`config.mk`:
```
export PLATFORM = sky130hd
export DESIGN_NAME = moltiplicatore_seq
export DESIGN_NICKNAME = d
export VERILOG_FILES = /design/src/rtl/moltiplicatore_seq.sv
export SDC_FILE = /design/constraint.sdc
export NUM_CORES = 1
export LEC_CHECK = 0
export ABC_AREA = 1
export ABC_CLOCK_PERIOD_IN_PS = 2300
export BUFFER_PORTS_ARGS = -buffer_cell sky130_fd_sc_hd__buf_2
export CAP_MARGIN = 5
export CORE_ASPECT_RATIO = 1.1
export CORE_UTILIZATION = 58
export DETAILED_ROUTE_END_ITERATION = 8
export MAX_ROUTING_LAYER = met4
export PLACE_DENSITY = 0.78
export SLEW_MARGIN = 20
export SYNTH_ARGS = -nofsm -noshare
export SYNTH_HDL_FRONTEND = slang
export SYNTH_SLANG_ARGS = --single-unit
```
`constraint.sdc`:
```
create_clock -name clk -period 2.3 [get_ports clk]
set_input_delay 0.115 -clock clk [delete_from_list [all_inputs] [get_ports clk]]
set_output_delay 0.115 -clock clk [all_outputs]
set_load 0.02 [all_outputs]
```
`src/rtl/moltiplicatore_seq.sv`:
```
// moltiplicatore_seq: sequential shift-add multiplier, N-bit operands, 2N-bit product.
// Signed mode multiplies magnitudes and negates the result in a final fix-up step.
module moltiplicatore_seq #(
    parameter int N = 8
) (
    input  logic           clk,
    input  logic           rst_n,
    input  logic           start,
    input  logic           signed_mode,
    input  logic [N-1:0]   a,
    input  logic [N-1:0]   b,
    output logic [2*N-1:0] ris,
    output logic           busy,
    output logic           done
);

    localparam int CW = $clog2(N + 1);
    localparam logic [N-1:0]   ONE_N = 1;
    localparam logic [2*N-1:0] ONE_W = 1;
    localparam logic [CW-1:0]  ONE_C = 1;
    localparam logic [CW-1:0]  LAST  = CW'(N - 1);

    typedef enum logic [1:0] {
        IDLE = 2'd0,
        RUN  = 2'd1,
        FIX  = 2'd2
    } state_t;

    state_t state_q, state_d;

    logic [2*N-1:0] acc_q, acc_d;
    logic [2*N-1:0] mcand_q, mcand_d;
    logic [2*N-1:0] ris_q, ris_d;
    logic [N-1:0]   mplier_q, mplier_d;
    logic [CW-1:0]  cnt_q, cnt_d;
    logic           neg_q, neg_d;
    logic           busy_q, busy_d;
    logic           done_q, done_d;

    logic [N-1:0]   a_mag, b_mag;

    // Operand magnitudes; -2^(N-1) maps to 2^(N-1), which fits unsigned.
    always_comb begin
        a_mag = (signed_mode && a[N-1]) ? (~a + ONE_N) : a;
        b_mag = (signed_mode && b[N-1]) ? (~b + ONE_N) : b;
    end

    // Next-state and datapath: load in IDLE, N add/shift steps, then sign fix-up.
    always_comb begin
        state_d  = state_q;
        acc_d    = acc_q;
        mcand_d  = mcand_q;
        mplier_d = mplier_q;
        cnt_d    = cnt_q;
        neg_d    = neg_q;
        ris_d    = ris_q;
        busy_d   = busy_q;
        done_d   = 1'b0;
        unique case (state_q)
            IDLE: begin
                if (start) begin
                    mcand_d  = {{N{1'b0}}, a_mag};
                    mplier_d = b_mag;
                    neg_d    = signed_mode & (a[N-1] ^ b[N-1]);
                    acc_d    = '0;
                    cnt_d    = '0;
                    busy_d   = 1'b1;
                    state_d  = RUN;
                end
            end
            RUN: begin
                if (mplier_q[0]) begin
                    acc_d = acc_q + mcand_q;
                end
                mcand_d  = mcand_q << 1;
                mplier_d = mplier_q >> 1;
                cnt_d    = cnt_q + ONE_C;
                if (cnt_q == LAST) begin
                    state_d = FIX;
                end
            end
            FIX: begin
                ris_d   = neg_q ? (~acc_q + ONE_W) : acc_q;
                done_d  = 1'b1;
                busy_d  = 1'b0;
                state_d = IDLE;
            end
            default: begin
                state_d = IDLE;
                busy_d  = 1'b0;
            end
        endcase
    end

    // State registers; reset aborts any operation and clears the result.
    always_ff @(posedge clk or negedge rst_n) begin
        if (!rst_n) begin
            state_q  <= IDLE;
            acc_q    <= '0;
            mcand_q  <= '0;
            mplier_q <= '0;
            cnt_q    <= '0;
            neg_q    <= 1'b0;
            ris_q    <= '0;
            busy_q   <= 1'b0;
            done_q   <= 1'b0;
        end else begin
            state_q  <= state_d;
            acc_q    <= acc_d;
            mcand_q  <= mcand_d;
            mplier_q <= mplier_d;
            cnt_q    <= cnt_d;
            neg_q    <= neg_d;
            ris_q    <= ris_d;
            busy_q   <= busy_d;
            done_q   <= done_d;
        end
    end

    assign ris  = ris_q;
    assign busy = busy_q;
    assign done = done_q;

endmodule

```
Word-level counts from Yosys, hierarchy flattened
Cells that the tools add are included.

Latch bits: 0. RAM bits: 0. Output and inout bits: 18. Bits in read-only memories: 0. Input port bits: 20. Memories kept: 0. Word-level logic and storage cells: 53. Bits in registers: 65.

Equality and inequality tests: 6. Reduce and logical (&&, ||, !) cells: 9. Divide/modulo/power cells: 0. Shift operators: 0. Multipliers: 0. Magnitude comparators: 0. Bitwise operators: 6. Add/sub/neg operators: 5. Muxes and demuxes: 18.

Operators by type and width (number): $mux 16 (4); $pmux 16 s2 (2); $mux 8 (3); $add 16x1->16 const B (1); $add 16x16->16 (1); $add 8x1->8 const B (2); $not 16->16 (1); $not 8->8 (2); $pmux 8 s2 (1); $pmux 4 s2 (1); $reduce_and 2->1 (4); $ne 2x2->1 const B (3); $add 4x1->4 const B (1); $eq 4x3->1 const B (1); $mux 2 (2); $mux 4 (1); $pmux 2 s2 (1); $reduce_and 3->1 (1); $eq 2x1->1 const B (1); $eq 2x2->1 const B (1); $logic_and 1x1->1 (2); $logic_not 2->1 (1); $mux 1 (2); $pmux 1 s2 (1); 4 further kinds (4).

Longest topological paths before layout
Gate-level depths: netlist of the first run.

Word-level depth: 5. Depth in mapped cells: 11. Mapped depth without buffers: 11.

Least setup slack after synthesis of the first run
OpenSTA, ideal clock, no wires.

Path kind: flip-flop to flip-flop. From: register acc_q[0]. To: register acc_q[12]. Cell stages (with the launch flop): 12. Setup time: 0.117 ns. Period minus slack after synthesis: 1.579 ns. Setup slack: 0.721 ns. Data arrival time: 1.462 ns. Path buffers: 0. Required time: 2.183 ns. Cells stage by stage: dfrtp_1 > ha_1 > inv_1 > fa_1 > inv_1 > nand3_1 > nand3_1 > nand3_1 > nand3_1 > nand2_1 > nand3_1 > nand2_1.

Word-level cells in the longest chain between the ends: 3.

Ends and longest elaborated chain: start, declared (RTL line 31) `logic [2*N-1:0] acc_q, acc_d;`; start signal, assigned (RTL line 99) `acc_q <= '0;`; start signal, assigned (RTL line 109) `acc_q <= acc_d;`; $add 16x16->16 (RTL line 73) `acc_d = acc_q + mcand_q;`; $mux 16 (RTL line 72) `if (mplier_q[0]) begin`; $pmux 16 s2 (RTL line 59) `unique case (state_q)`.

No other way between the ends. The select of a mux whose other input is x is not followed. A chain may end at the register's enable or synchronous reset.

Worst setup path in the final report of the first run
From: register mcand_q[0]. To: register acc_q[12].

Word-level cells in the longest chain between the ends: 3.

Ends and longest elaborated chain: start, declared (RTL line 32) `logic [2*N-1:0] mcand_q, mcand_d;`; start signal, assigned (RTL line 110) `mcand_q <= mcand_d;`; $add 16x16->16 (RTL line 73); $mux 16 (RTL line 72); $pmux 16 s2 (RTL line 59).

No other way between the ends. The select of a mux whose other input is x is not followed.

==> results of run 1 <==
## layer usage
metal | up-vias | global-route usage, % | part of all wire [%]
li1 | 1880 | - | -
met1 | 1711 | 34.21 | 45
met2 | 79 | 45.32 | 49
met3 | 18 | 4.949 | 3.6
met4 | 0 | 10.09 | 2.2
met5 | - | - | 0
## cell usage in the layout, fill, tap and decap left out, types with 2 or more instances in the layout
master / instances
buf_4: 3
nand4_1: 4
a22oi_1: 10
ha_1: 19
a21oi_1: 19
inv_2: 3
nand2_1: 169
nor2_1: 33
nor2_8: 3
o21ai_0: 17
xor2_1: 14
inv_4: 2
nor3_1: 7
buf_2: 37
o22ai_1: 11
clkbuf_8: 9
o21ai_1: 22
o31ai_1: 2
dfrtp_1: 65
bufinv_16: 2
nand3b_1: 4
o221ai_1: 2
nand3_1: 46
clkinv_4: 2
clkinv_2: 2
inv_1: 77
## cells by family after synthesis
family / count (synthesis) / share of synthesized area (%)
compound gates: 87 / 12.08
xor+xnor: 15 / 3.195
fa+ha+maj: 20 / 6.269
buf+inv: 95 / 9.617
flops: 65 / 39.56
mux: 1 / 0.2435
simple gates: 271 / 29.03
## sequential cells by signal, indices dropped and copies added (netlist names)
register  count
acc_q        16
mcand_q      16
ris          16
mplier_q      8
cnt_q         4
state_q       2
busy          1
done          1
neg_q         1
## area by class of cell
cell class	instances	area share, %
Clock buffer	9	2.695
Clock inverter	7	2.069
Inverter	83	6.995
Multi-Input combinational cell	394	45.45
Sequential cell	65	35.38
Tap cell	82	2.232
Timing Repair Buffer	42	5.171
## cells in the mapped netlist, drive strengths merged
master  number
o221ai       2
fa           1
xnor2        1
and2         1
or2          1
nor2        37
inv         83
mux2i        1
nand2      171
o211ai       1
xor2        14
a21oi       19
a22oi       10
a211oi       1
buf         12
o31ai        2
nand4        4
o21ai       39
nor3         7
nand3       46
dfrtp       65
a31oi        1
a22o         1
ha          19
o22ai       11
nand3b       4
## worst paths after layout
path / from / end / slack [ns] / cells after the start
worst max-delay path: mcand_q[0] / acc_q[12] / 0.56 / 11
worst min-delay path: b[7] / mplier_q[7] / 0.04 / 3
worst max register to register: mcand_q[0] / acc_q[12] / 0.56 / 11
worst min register to register: ris[13] / ris[13] / 0.47 / 2
max in group asynchronous: rst_n / mplier_q[4] / 1.32 / 3
min in group asynchronous: rst_n / ris[2] / 0.34 / 2
## critical path, cell delays in order (launching register included)
cell and delay [ns]:
dfrtp_1 0.36, ha_1 0.17, inv_1 0.05, fa_1 0.39
inv_1 0.09, nand3_1 0.07, nand3_1 0.14, nand3_1 0.12
nand3_1 0.08, nand2_1 0.05, nand3_1 0.07, nand2_1 0.05
## where the power goes
part	switching, mW	internal, mW
clock network	0.468	0.609
logic	2.13	1.18
registers	0.373	1.61
==> results.md, run 1 <==
- Slew Limit Fails: 0
- WHS: 0.03535 ns
- DR iter-0 viols: 257
- HP Class: input pin to flop
- Critical path fanouts, max: 4
- Total power: 6.368 mW
- Max transition margin: 54.65%
- Worst Max-Slew Pin Slew: 0.6802 ns
- Dpl hpwl: 6.733 mm
- Antenna violations before repair: 0
- Synth area leader: dfrtp_1
- Share of cells above drive strength 1: 11.67%
- Share of the synthesized area in the top cell type: 39.56%
- Final instance area: 4597 µm²
- Routability cong.: 0.8910
- Dpl cells: 665
- RSZ-0062 raised after global routing: no
- Vias per Instance: 5.408
- Outcome: completed
- Clock Latency Late Sink: 0.35 ns
- Total routed wirelength: 8.788 mm
- Total number of vias: 3688
- Number of H-tree levels: 3
- CP required: 2.55 ns
- Syn_area_per_cell: 7.421 µm²
- Seq. cell area: 1627 µm²
- Hold buffer count at CTS: 1
- Slack of the critical path: 0.5603 ns
- Starting Density: 61.27%
- Top cells by area, synth: dfrtp_1 40%, nand2_1 15%, inv_1 7.0%
- Largest net degree at the start of global routing: 38
- Fin util: 68.51%
- Final setup fails: 0
- Setup CP Type: flop to flop
- Final non-filler cell total: 682
- Area delta synth->final: 11.81%
- CTS tree: done
- Fill cells: 599
- Ant. Diodes: 0
- Clock sink count: 65
- Peak VDD IR: 0.9196 mV
- Die width: 82.28 µm
- Remaining antenna violation count: 0
- Vias in the first global route: 3493
- Final nets: 635
- Chip Height: 90.31 µm
- Final Hold Fails: 0
- PortBufs: 37
- GR Overflow Total: 0
- CTS Buf Count: 9
- Yosys reg bits: 65
- Global-route wire length before repair: 15.48 mm
- Sequential area share after synthesis: 39.56%
- Post-Place Cell Area: 4368 µm²
- Per-cell routed wire length: 12.89 µm
- Core box area: 6710 µm²
- DRC: 0
- Net Count, Synth: 594
- Max-cap viol count: 0
- PD cells: 1385 nW/µm²
- Total GRT Usage: 27.91%
- Max Root-Sink Buffers: 2
- Cts repair resizes: 0
- CP Launch Type: flop
- DR pass1 iterations: 5
- Top achievable clock speed: 574.8 MHz
- Worst EP arrival: 1.99 ns
- Final worst-path cycle share: 75.64%
- Die ar.: 7430 µm²
- Core Rows: 31
- Post-CTS Setup Inserts: 0
- Cells after Synth: 554
- I/O Pins: 38
- Yosys warns: 0
- Pleak: 2.492 nW
- Synth cell types: 36
- CTS root buffer: clkbuf_8
- Fin Clk Skew: 0.01167 ns
- Setup TNS: 0 ns
- Endpoint type of the worst setup path: flop
- Placement Setup Slack: 0.5727 ns
- Worst-path clk slew: 0.08 ns
- Post-synthesis cell area: 4111 µm²
- Final min period: 1.740 ns
- Area of the multi-input gates: 2090 µm²
No activity file was read; power rests on OpenSTA's default activity.
==> inputs of run 2 (changes only) <==
Settings changed: ABC_CLOCK_PERIOD_IN_PS 2300 to 1500, CORE_UTILIZATION 58 to 54, PLACE_DENSITY 0.78 to 0.76.
Clock period 2.3 ns to 1.5 ns, I/O delays scaled along.
==> run 2 against run 1 <==
Net effect:
- clock-buffer cell count rose by 1
- sequential cell count is the same
- the flow now finishes with violations (negative setup slack)
- via count is 8.5% higher
- critical endpoint is now acc_q[8]
- critical path type unchanged
- sequential power increased by 54%
==> results.md, run 2 (same netlist as run 1, synthesis figures left out) <==
- Sw Pwr: 5.415 mW
- Commonest cells after routing, fill and taps aside: 147 x nand2_1, 68 x inv_1, 64 x dfrtp_1, 51 x buf_4, 37 x buf_2
- PD cells: 2201 nW/µm²
- DRC: 0
- Setup TNS: -0.7761 ns
- Max-cap viol count: 0
- Sequential share of power: 25.5%
- WHS: 0.002148 ns
- Worst Max-Slew Pin Slew: 0.3857 ns
- Share of cells above drive strength 1: 30.47%
- Per-cell routed wire length: 14.17 µm
- Antenna violations before repair: 0
- Endpoint type of the worst setup path: flop
- Fill cells: 557
- Total GRT Usage: 27.67%
- Dpl hpwl: 7.116 mm
- Top achievable clock speed: 618.4 MHz
- Total power: 11.91 mW
- Ant. Diodes: 0
- Global-route wire length before repair: 16.77 mm
- Crit. Startpoint: mcand_q[0]
- HP Class: input pin to flop
- GR Overflow Total: 0
- Clock Latency Late Sink: 0.35 ns
- CTS root buffer: clkbuf_8
- Most common cell after layout, fill and taps aside: nand2_1
- DR iter-0 viols: 226
- Vias in the first global route: 3780
- Combinational Power Share: 60.9%
- Sw Ratio: 45.46%
- Slew Limit Fails: 0
- Final setup fails: 12
- Final Hold Fails: 0
- Starting Density: 55.32%
- CTS Buf Count: 9
- Final nets: 688
- Die ar.: 7967 µm²
- Placement Setup Slack: -0.1071 ns
- Fin Clk Skew: 0.01087 ns
- PortBufs: 37
- CTS tree: done
- Routability cong.: 0.9086
- Worst r2r dst: acc_q[8]
- Clock sink count: 65
- Die width: 85.20 µm
- Max Root-Sink Buffers: 2
- Outcome: complete, but fails checks
- Vias per Instance: 5.405
- Remaining antenna violation count: 0
- Largest net degree at the start of global routing: 66
- CP Launch Type: flop
- DR pass1 iterations: 5
- Worst EP arrival: 1.84 ns
- Worst-path clk slew: 0.07 ns
- Peak VDD IR: 1.074 mV
- Cell Int Power: 6.495 mW
- Total routed wirelength: 10.48 mm
- Critical path fanouts, max: 4
- Core Rows: 33
- Crit path to: acc_q[8]
- Setup CP Type: flop to flop
- Final min period: 1.617 ns
- I/O Pins: 38
- Clock power share: 13.6%
- CP required: 1.73 ns
- Core box area: 7432 µm²
- Pleak: 2.791 nW
- Critical R2R Launch: mcand_q[0]
- Hold_sp: b[7]
- Failing checks: negative setup slack
- Final worst-path cycle share: 107.8%
- Max transition margin: 74.26%
- Slack of the critical path: -0.1170 ns
- Total number of vias: 4000
- Post-Place Cell Area: 4695 µm²
- Final instance area: 5411 µm²
- RSZ-0062 raised after global routing: yes
- R2R Setup Slk: -0.12 ns
- Area delta synth->final: 31.62%
- Number of H-tree levels: 3
- Worst Reg-to-Reg Cells: 11
- Chip Height: 93.52 µm
-- run 2: changes by cell type in the layout (fill, tap and decap cells not counted), moves of 7 or more --
| cell | change |
|---|---|
| nand2_1 | -22 |
| inv_1 | -9 |
| nor2_1 | -7 |
| nand3_2 | +9 |
| ha_4 | +12 |
| nand2_2 | +21 |
| inv_2 | +7 |
| nand3_1 | -13 |
| ha_1 | -13 |
| buf_4 | +48 |
-- run 2: area by class of cell --
cell class | count | area, µm² | area share [%]
flip-flops and latches | 65 | 1628 | 30.08
clock buffers | 10 | 127.6 | 2.358
repair inverters | 1 | 7.507 | 0.1387
clock inverters | 6 | 82.58 | 1.526
multi-input cells | 394 | 2485 | 45.92
inverters | 83 | 329.1 | 6.081
well taps | 87 | 108.9 | 2.012
repair buffers | 94 | 643.1 | 11.88
-- run 2: per-stage QoR --
step	utilization, %	std cells
floorplan	-	554
global placement	63.17	710
detailed placement	63.17	710
CTS	69.26	730
global route	72.81	740
finish	72.81	740
-- run 2: timing repair --
item | 4_1_cts | 5_1_grt
gates cloned | 0 | 1
endpoints found under the hold margin | 65 | 0
gates resized for setup | 39 | 51
pin swaps | 9 | 30
buffers inserted | 3 | 9
endpoints found under the setup margin | 19 | 31
hold buffers | 1 | 0
-- run 2: power by group through the flow --
stage / Sequential [mW] / Combinational (mW) / Clock [mW]
after global placement: 2.92 / 5.86 / 0
after global routing: 3.13 / 7.99 / 1.71
after detailed placement: 2.95 / 6.01 / 0
after CTS: 3.03 / 6.48 / 1.64
after floorplan: 3.13 / 3.84 / 0
final: 3.04 / 7.25 / 1.62
-- run 2: layer usage --
metal	global-route usage (%)	share of wire [%]
met5	-	0
met4	11.30	1.8
met3	3.883	3.3
met2	48.79	52
met1	31.71	43
-- run 2: how the worst min path moves through the flow --
stage                             end  slack [ns]  depth (start not counted)
after floorplan              acc_q[0]       -0.22                          0
after global placement         ris[0]        0.12                          2
after detailed placement       ris[0]        0.12                          2
after CTS                 mplier_q[7]       0.002                          3
after global routing             busy        0.02                          3
final                     mplier_q[7]       0.002                          3
-- run 2: worst max-delay path: stages, from the launching register on --
cell and delay, ns:
dfrtp_1 0.37, ha_2 0.19, inv_2 0.04, fa_2 0.34, inv_2 0.08, nand3_2 0.08, nand3_4 0.09, nand2_2 0.06
nand3_2 0.08, nand2_1 0.06, nand2_1 0.05, o21ai_1 0.05
